$ cat config.mk
export PLATFORM = sky130hd
export DESIGN_NAME = alu_operand_stage_flat
export DESIGN_NICKNAME = d
export VERILOG_FILES = /design/src/rtl/alu_operand_stage_if.sv /design/src/rtl/alu_operand_stage.sv /design/src/flat_wrapper.sv
export SDC_FILE = /design/constraint.sdc
export NUM_CORES = 1
export LEC_CHECK = 0
export CORE_UTILIZATION = 42
export DETAILED_ROUTE_END_ITERATION = 8
export PLACE_DENSITY = 0.93
export SLEW_MARGIN = 15
export SYNTH_ARGS = -nofsm -noshare
export SYNTH_HDL_FRONTEND = slang
export SYNTH_SLANG_ARGS = --single-unit
$ cat constraint.sdc
create_clock -name clk -period 2.2 [get_ports clk]
set_input_delay 0.33 -clock clk [delete_from_list [all_inputs] [get_ports clk]]
set_output_delay 0.33 -clock clk [all_outputs]
set_load 0.02 [all_outputs]
$ cat src/rtl/alu_operand_stage_if.sv
// rtl/alu_operand_stage_if.sv - decoded ID-stage fields presented to the ID/EX operand stage
interface alu_operand_stage_if #(
  parameter int WIDTH  = 16,
  parameter int REG_AW = 3
);
  logic              ID_Valid;
  logic [WIDTH-1:0]  ID_RsData;
  logic [WIDTH-1:0]  ID_RtData;
  logic [WIDTH-1:0]  ID_Imm;
  logic [REG_AW-1:0] ID_Rs;
  logic [REG_AW-1:0] ID_Rt;
  logic [REG_AW-1:0] ID_Rd;
  logic [1:0]        ID_ALUOp;
  logic [2:0]        ID_Funct;
  logic              ID_ALUSrc;
  logic              ID_RegWrite;
  logic              ID_MemRead;
  logic              ID_MemWrite;

  modport master (
    output ID_Valid, ID_RsData, ID_RtData, ID_Imm, ID_Rs, ID_Rt, ID_Rd,
           ID_ALUOp, ID_Funct, ID_ALUSrc, ID_RegWrite, ID_MemRead, ID_MemWrite
  );

  modport slave (
    input ID_Valid, ID_RsData, ID_RtData, ID_Imm, ID_Rs, ID_Rt, ID_Rd,
          ID_ALUOp, ID_Funct, ID_ALUSrc, ID_RegWrite, ID_MemRead, ID_MemWrite
  );
endinterface

$ cat src/rtl/alu_operand_stage.sv
// rtl/alu_operand_stage.sv - ID/EX register with ALU control decode, operand forwarding and load-use detect
module alu_operand_stage #(
  parameter int WIDTH  = 16,
  parameter int REG_AW = 3
) (
  input  logic              clk,
  input  logic              rst,
  input  logic              Stall,
  input  logic              Flush,
  alu_operand_stage_if.slave id,
  input  logic              MEM_RegWrite,
  input  logic [REG_AW-1:0] MEM_Rd,
  input  logic [WIDTH-1:0]  MEM_Result,
  input  logic              WB_RegWrite,
  input  logic [REG_AW-1:0] WB_Rd,
  input  logic [WIDTH-1:0]  WB_Data,
  output logic [WIDTH-1:0]  Source1,
  output logic [WIDTH-1:0]  Source2,
  output logic [3:0]        ALU_Ctrl,
  output logic [WIDTH-1:0]  EX_StoreData,
  output logic              EX_Valid,
  output logic [REG_AW-1:0] EX_Rd,
  output logic              EX_RegWrite,
  output logic              EX_MemRead,
  output logic              EX_MemWrite,
  output logic              Hazard_LoadUse
);

  localparam logic [3:0] CTRL_ADD  = 4'b0010;
  localparam logic [3:0] CTRL_SUB  = 4'b0110;
  localparam logic [3:0] CTRL_SLT  = 4'b0111;
  localparam logic [3:0] CTRL_PASS = 4'b0000;

  logic              valid_q;
  logic [REG_AW-1:0] rs_q, rt_q, rd_q;
  logic              reg_write_q, mem_read_q, mem_write_q, alu_src_q;
  logic [3:0]        ctrl_q;
  logic [WIDTH-1:0]  rs_data_q, rt_data_q, imm_q;

  logic [3:0]        ctrl_dec;
  logic [WIDTH-1:0]  fwd_a, fwd_b;

  function automatic logic [WIDTH-1:0] forward(
    input logic              valid,
    input logic [REG_AW-1:0] idx,
    input logic [WIDTH-1:0]  reg_data,
    input logic              mem_we,
    input logic [REG_AW-1:0] mem_rd,
    input logic [WIDTH-1:0]  mem_val,
    input logic              wb_we,
    input logic [REG_AW-1:0] wb_rd,
    input logic [WIDTH-1:0]  wb_val
  );
    logic [WIDTH-1:0] r;
    r = reg_data;
    if (!valid || idx == '0) r = '0;
    else if (mem_we && mem_rd == idx) r = mem_val;
    else if (wb_we && wb_rd == idx) r = wb_val;
    return r;
  endfunction

  always_comb begin
    ctrl_dec = CTRL_PASS;
    unique case (id.ID_ALUOp)
      2'b00: ctrl_dec = CTRL_ADD;
      2'b01: ctrl_dec = CTRL_SUB;
      2'b11: ctrl_dec = CTRL_PASS;
      default: begin
        unique case (id.ID_Funct)
          3'b000:  ctrl_dec = CTRL_ADD;
          3'b001:  ctrl_dec = CTRL_SUB;
          3'b010:  ctrl_dec = CTRL_SLT;
          default: ctrl_dec = CTRL_PASS;
        endcase
      end
    endcase
  end

  always_comb begin
    fwd_a = forward(valid_q, rs_q, rs_data_q, MEM_RegWrite, MEM_Rd, MEM_Result,
                    WB_RegWrite, WB_Rd, WB_Data);
    fwd_b = forward(valid_q, rt_q, rt_data_q, MEM_RegWrite, MEM_Rd, MEM_Result,
                    WB_RegWrite, WB_Rd, WB_Data);
  end

  always_ff @(posedge clk) begin
    if (rst || Flush) begin
      valid_q     <= 1'b0;
      rs_q        <= '0;
      rt_q        <= '0;
      rd_q        <= '0;
      reg_write_q <= 1'b0;
      mem_read_q  <= 1'b0;
      mem_write_q <= 1'b0;
      alu_src_q   <= 1'b0;
      ctrl_q      <= CTRL_ADD;
      rs_data_q   <= '0;
      rt_data_q   <= '0;
      imm_q       <= '0;
    end else if (Stall) begin
      // Re-capture forwarded operands so they survive their producer retiring mid-stall.
      rs_data_q <= fwd_a;
      rt_data_q <= fwd_b;
    end else begin
      valid_q     <= id.ID_Valid;
      rs_q        <= id.ID_Rs;
      rt_q        <= id.ID_Rt;
      rd_q        <= id.ID_Rd;
      reg_write_q <= id.ID_RegWrite & id.ID_Valid;
      mem_read_q  <= id.ID_MemRead & id.ID_Valid;
      mem_write_q <= id.ID_MemWrite & id.ID_Valid;
      alu_src_q   <= id.ID_ALUSrc;
      ctrl_q      <= ctrl_dec;
      rs_data_q   <= id.ID_RsData;
      rt_data_q   <= id.ID_RtData;
      imm_q       <= id.ID_Imm;
    end
  end

  assign Source1      = fwd_a;
  assign Source2      = !valid_q ? '0 : (alu_src_q ? imm_q : fwd_b);
  assign EX_StoreData = fwd_b;
  assign ALU_Ctrl     = ctrl_q;
  assign EX_Valid     = valid_q;
  assign EX_Rd        = rd_q;
  assign EX_RegWrite  = reg_write_q;
  assign EX_MemRead   = mem_read_q;
  assign EX_MemWrite  = mem_write_q;

  assign Hazard_LoadUse = valid_q & mem_read_q & (rd_q != '0) &
                          ((rd_q == id.ID_Rs) | ((rd_q == id.ID_Rt) & ~id.ID_ALUSrc));

endmodule

$ cat src/flat_wrapper.sv
// flat-port wrapper written by rule: the top's interface ports become plain ports
module alu_operand_stage_flat 
#(
  parameter int WIDTH  = 16,
  parameter int REG_AW = 3
)
  (clk, rst, Stall, Flush, MEM_RegWrite, MEM_Rd, MEM_Result, WB_RegWrite, WB_Rd, WB_Data, Source1, Source2, ALU_Ctrl, EX_StoreData, EX_Valid, EX_Rd, EX_RegWrite, EX_MemRead, EX_MemWrite, Hazard_LoadUse, id_ID_Valid, id_ID_RsData, id_ID_RtData, id_ID_Imm, id_ID_Rs, id_ID_Rt, id_ID_Rd, id_ID_ALUOp, id_ID_Funct, id_ID_ALUSrc, id_ID_RegWrite, id_ID_MemRead, id_ID_MemWrite);
  alu_operand_stage_if #(.WIDTH(WIDTH), .REG_AW(REG_AW)) id_i ();
  input  logic clk;
  input  logic rst;
  input  logic Stall;
  input  logic Flush;
  input  logic MEM_RegWrite;
  input  logic [REG_AW-1:0] MEM_Rd;
  input  logic [WIDTH-1:0] MEM_Result;
  input  logic WB_RegWrite;
  input  logic [REG_AW-1:0] WB_Rd;
  input  logic [WIDTH-1:0] WB_Data;
  output logic [WIDTH-1:0] Source1;
  output logic [WIDTH-1:0] Source2;
  output logic [3:0] ALU_Ctrl;
  output logic [WIDTH-1:0] EX_StoreData;
  output logic EX_Valid;
  output logic [REG_AW-1:0] EX_Rd;
  output logic EX_RegWrite;
  output logic EX_MemRead;
  output logic EX_MemWrite;
  output logic Hazard_LoadUse;
  input wire logic [$bits(id_i.ID_Valid)-1:0] id_ID_Valid;
  input wire logic [$bits(id_i.ID_RsData)-1:0] id_ID_RsData;
  input wire logic [$bits(id_i.ID_RtData)-1:0] id_ID_RtData;
  input wire logic [$bits(id_i.ID_Imm)-1:0] id_ID_Imm;
  input wire logic [$bits(id_i.ID_Rs)-1:0] id_ID_Rs;
  input wire logic [$bits(id_i.ID_Rt)-1:0] id_ID_Rt;
  input wire logic [$bits(id_i.ID_Rd)-1:0] id_ID_Rd;
  input wire logic [$bits(id_i.ID_ALUOp)-1:0] id_ID_ALUOp;
  input wire logic [$bits(id_i.ID_Funct)-1:0] id_ID_Funct;
  input wire logic [$bits(id_i.ID_ALUSrc)-1:0] id_ID_ALUSrc;
  input wire logic [$bits(id_i.ID_RegWrite)-1:0] id_ID_RegWrite;
  input wire logic [$bits(id_i.ID_MemRead)-1:0] id_ID_MemRead;
  input wire logic [$bits(id_i.ID_MemWrite)-1:0] id_ID_MemWrite;
  assign id_i.ID_Valid = id_ID_Valid;
  assign id_i.ID_RsData = id_ID_RsData;
  assign id_i.ID_RtData = id_ID_RtData;
  assign id_i.ID_Imm = id_ID_Imm;
  assign id_i.ID_Rs = id_ID_Rs;
  assign id_i.ID_Rt = id_ID_Rt;
  assign id_i.ID_Rd = id_ID_Rd;
  assign id_i.ID_ALUOp = id_ID_ALUOp;
  assign id_i.ID_Funct = id_ID_Funct;
  assign id_i.ID_ALUSrc = id_ID_ALUSrc;
  assign id_i.ID_RegWrite = id_ID_RegWrite;
  assign id_i.ID_MemRead = id_ID_MemRead;
  assign id_i.ID_MemWrite = id_ID_MemWrite;
  alu_operand_stage #(.WIDTH(WIDTH), .REG_AW(REG_AW)) u_core (.clk(clk), .rst(rst), .Stall(Stall), .Flush(Flush), .id(id_i), .MEM_RegWrite(MEM_RegWrite), .MEM_Rd(MEM_Rd), .MEM_Result(MEM_Result), .WB_RegWrite(WB_RegWrite), .WB_Rd(WB_Rd), .WB_Data(WB_Data), .Source1(Source1), .Source2(Source2), .ALU_Ctrl(ALU_Ctrl), .EX_StoreData(EX_StoreData), .EX_Valid(EX_Valid), .EX_Rd(EX_Rd), .EX_RegWrite(EX_RegWrite), .EX_MemRead(EX_MemRead), .EX_MemWrite(EX_MemWrite), .Hazard_LoadUse(Hazard_LoadUse));
endmodule
==> results of run 1 <==
## cell families (layout without fill, tap and decap cells)
logic type                count (synthesis)  count (layout)  share of synthesized area, %
xor gates and xnor gates                 17              17                          3.95
other                                     1               1                        0.0995
AOI/OAI and AO/OA                       111             111                          25.8
muxes                                    26              26                          6.91
DFF                                      65              65                          34.5
buffers and inverters                    42             312                          4.91
and+or+nand+nor                         199             199                          23.8
## stage by stage
stage / cells / area [µm²] / setup WS [ps]
3_3_place_gp: 783 / 6280 / -942
4_1_cts: 824 / 7130 / -436
3_5_place_dp: 783 / 6280 / -981
6_report: 839 / 7360 / -510
2_1_floorplan: 461 / 3870 / 35.3
5_1_grt: 839 / 7360 / -559
## metal layers
metal  GRT usage [%]  wire length, µm
met5               0                0
met4            20.4             1040
met3            8.38             1590
met2            65.5             9340
met1            42.5             6890
## what timing repair did
action,CTS,global route
setup endpoints to repair,49,64
buffers inserted,23,15
pin swaps,71,16
resized for setup,337,32
gates cloned,2,0
## synthesized netlist by cell type (3+ instances only)
master / n / area [µm²]
a22oi_1: 3 / 22.5
nand3b_1: 16 / 120
xnor2_1: 6 / 52.6
buf_2: 7 / 35.0
nand3_1: 17 / 85.1
a221oi_2: 18 / 270
nor3_1: 17 / 85.1
a21oi_1: 3 / 15.0
o21ai_0: 17 / 85.1
buf_1: 3 / 11.3
a221oi_1: 12 / 105
nor2_1: 100 / 375
dfxtp_1: 65 / 1300
xor2_1: 11 / 96.3
nand2_1: 36 / 135
clkbuf_1: 27 / 101
o31ai_1: 50 / 375
mux2i_1: 26 / 260
## cells in the final DEF (no fill, tap or decap), types with 3 or more instances in the layout
cell type / instances
buf_4: 133
clkdlybuf4s50_1: 115
nor2_1: 88
dfxtp_1: 60
nand2_1: 36
o31ai_1: 33
a221oi_4: 31
mux2i_1: 26
buf_6: 19
nand3_1: 17
o21ai_0: 16
nand3b_1: 16
o31ai_2: 15
nor3_2: 14
buf_12: 12
clkbuf_8: 10
buf_2: 7
xor2_1: 6
nor2_2: 6
xnor2_1: 6
nor2_4: 6
xor2_2: 5
dfxtp_2: 5
nor3_1: 3
a21oi_1: 3
a22oi_1: 3
dlygate4sd2_1: 3
## sequential cells by signal, summed over array words and instances (netlist names)
name and cells:
u_core.ALU_Ctrl 3, u_core.EX_MemRead 1, u_core.EX_MemWrite 1, u_core.EX_Rd 3
u_core.EX_RegWrite 1, u_core.EX_Valid 1, u_core.alu_src_q 1, u_core.imm_q 16
u_core.rs_data_q 16, u_core.rs_q 3, u_core.rt_data_q 16, u_core.rt_q 3
## final timing paths
path | startpoint | endpoint | slack, ps | depth (start not counted)
max | u_core.rt_q[1] | Source2[11] | -510 | 7
min | Stall | u_core.ALU_Ctrl[2] | 330 | 3
max reg2reg | u_core.rt_q[1] | u_core.rt_data_q[4] | 40 | 9
min reg2reg | u_core.ALU_Ctrl[0] | u_core.ALU_Ctrl[0] | 470 | 2
## critical path, cell delays in order (launching register included)
cell and delay [ps]:
dfxtp_2 340, xor2_2 150, or4b_4 560, buf_12 160, buf_12 140, a221oi_4 370, o31ai_2 130, buf_4 170
## layout make-up
class | count | area [µm²] | share of cell area [%]
clock buffers | 12 | 145 | 1.97
clock inverters | 4 | 28.8 | 0.391
inverters | 2 | 7.51 | 0.102
multi-input cells | 354 | 2980 | 40.5
flip-flops and latches | 65 | 1310 | 17.8
well taps | 108 | 135 | 1.84
repair buffers | 294 | 2760 | 37.5
## power by group
group,total [mW],switching [mW],internal (mW)
clock,0.941,0.500,0.441
sequential,1.24,0.0302,1.21
combinational,0.951,0.446,0.505
total,3.13,0.976,2.16
==> flow_summary.json, run 1 <==
{
  "outcome": "finished with violations",
  "failed_checks": "negative setup slack",
  "finalSetupTns_ps": -20380,
  "clk_latency_ps": 340,
  "min_path_type": "primary input to register",
  "layout_worst_path_cycle_share_pct": 123,
  "p_per_area_mw_per_mm2": 426,
  "avgSynthCellArea_um2": 8.17,
  "cp.required_ps": 1870,
  "slew_headroom_pct": 46.4,
  "initial_utilization_pct": 43.2,
  "finalClockSkew_ps": 7.25,
  "clockBufferDepth": 2,
  "port_buffers": 169,
  "end_kind": "output port",
  "rsz0062_at_grt": "true",
  "core_mm2": 0.00872,
  "drive_gt1_share_pct": 38.4,
  "tightest_slew_ps": 800,
  "period_minus_slack_ps": 2710,
  "grt_start_max_net_pins": 52,
  "ios": 171,
  "rows": 34,
  "die_h_um": 96.7,
  "synthArstFlopShare_pct": 0,
  "fin_ws_ps": -510,
  "max_freq_mhz": 369,
  "cp_max_fo": 6,
  "h-tree-depth": 3,
  "crit_path_start_kind": "register",
  "finalNetCount": 837,
  "grt_pass1_wl_um": 27900,
  "area_growth_pct": 95.4,
  "yosysSeqAreaShare_pct": 34.5,
  "wirelength_um": 18900,
  "ys.flop_type": "dfxtp_1",
  "syn-num-nets": 572,
  "synth_edf_count": 0,
  "synth_cell_type_count": 37,
  "cts_buffers": 9,
  "fin_util_pct": 84.4,
  "routed_via_density": 6.12,
  "root_buffer": "clkbuf_8",
  "drc": 0,
  "first_global_vias": 5375,
  "grtUsageTotal_pct": 37.6,
  "dr_total_vias": 5136,
  "num_antenna_cells": 0,
  "yosysWarnings": 0,
  "fin_hold_ws_ps": 328,
  "yosys_register_bits": 65,
  "setup_viol": 48,
  "ant_nets": 0,
  "drv_slew": 0,
  "hold_viol_final": 0,
  "dr.pass1.iters": 5,
  "overflow": 0,
  "cts.hold.buffers_added": 0,
  "drt_iter0_drc": 382,
  "maxCapViolations": 0,
  "synthCells": 461,
  "hpwl_um": 11200,
  "routedWlPerCell_um": 22.5,
  "p_leak_nw": 2.84,
  "crit_type": "register to output port",
  "antenna_found_initial": 0,
  "ir_drop_mv": 0.260,
  "num-fill-cells": 453,
  "dieArea_mm2": 0.00936,
  "die_x_um": 96.7,
  "syn-cell-area_mm2": 0.00377,
  "finalPower_mw": 3.13,
  "gp_congestion": 0.971,
  "cts.sinks": 65,
  "crit_arrival_ps": 2380,
  "cts_tree": "yes",
  "clkTransAtPathRegs_ps": 80
}
No activity file was read; power rests on OpenSTA's default activity.
==> run 2, diff against run 1 <==
--- a/config.mk
+++ b/config.mk
@@ -7,6 +7,7 @@
 export LEC_CHECK = 0
 export CORE_UTILIZATION = 42
 export DETAILED_ROUTE_END_ITERATION = 8
+export GPL_TIMING_DRIVEN = 1
 export PLACE_DENSITY = 0.93
 export SLEW_MARGIN = 15
 export SYNTH_ARGS = -nofsm -noshare
==> results of run 2 <==
Same layout as run 1: the final DEF is identical, and so are final timing and power.
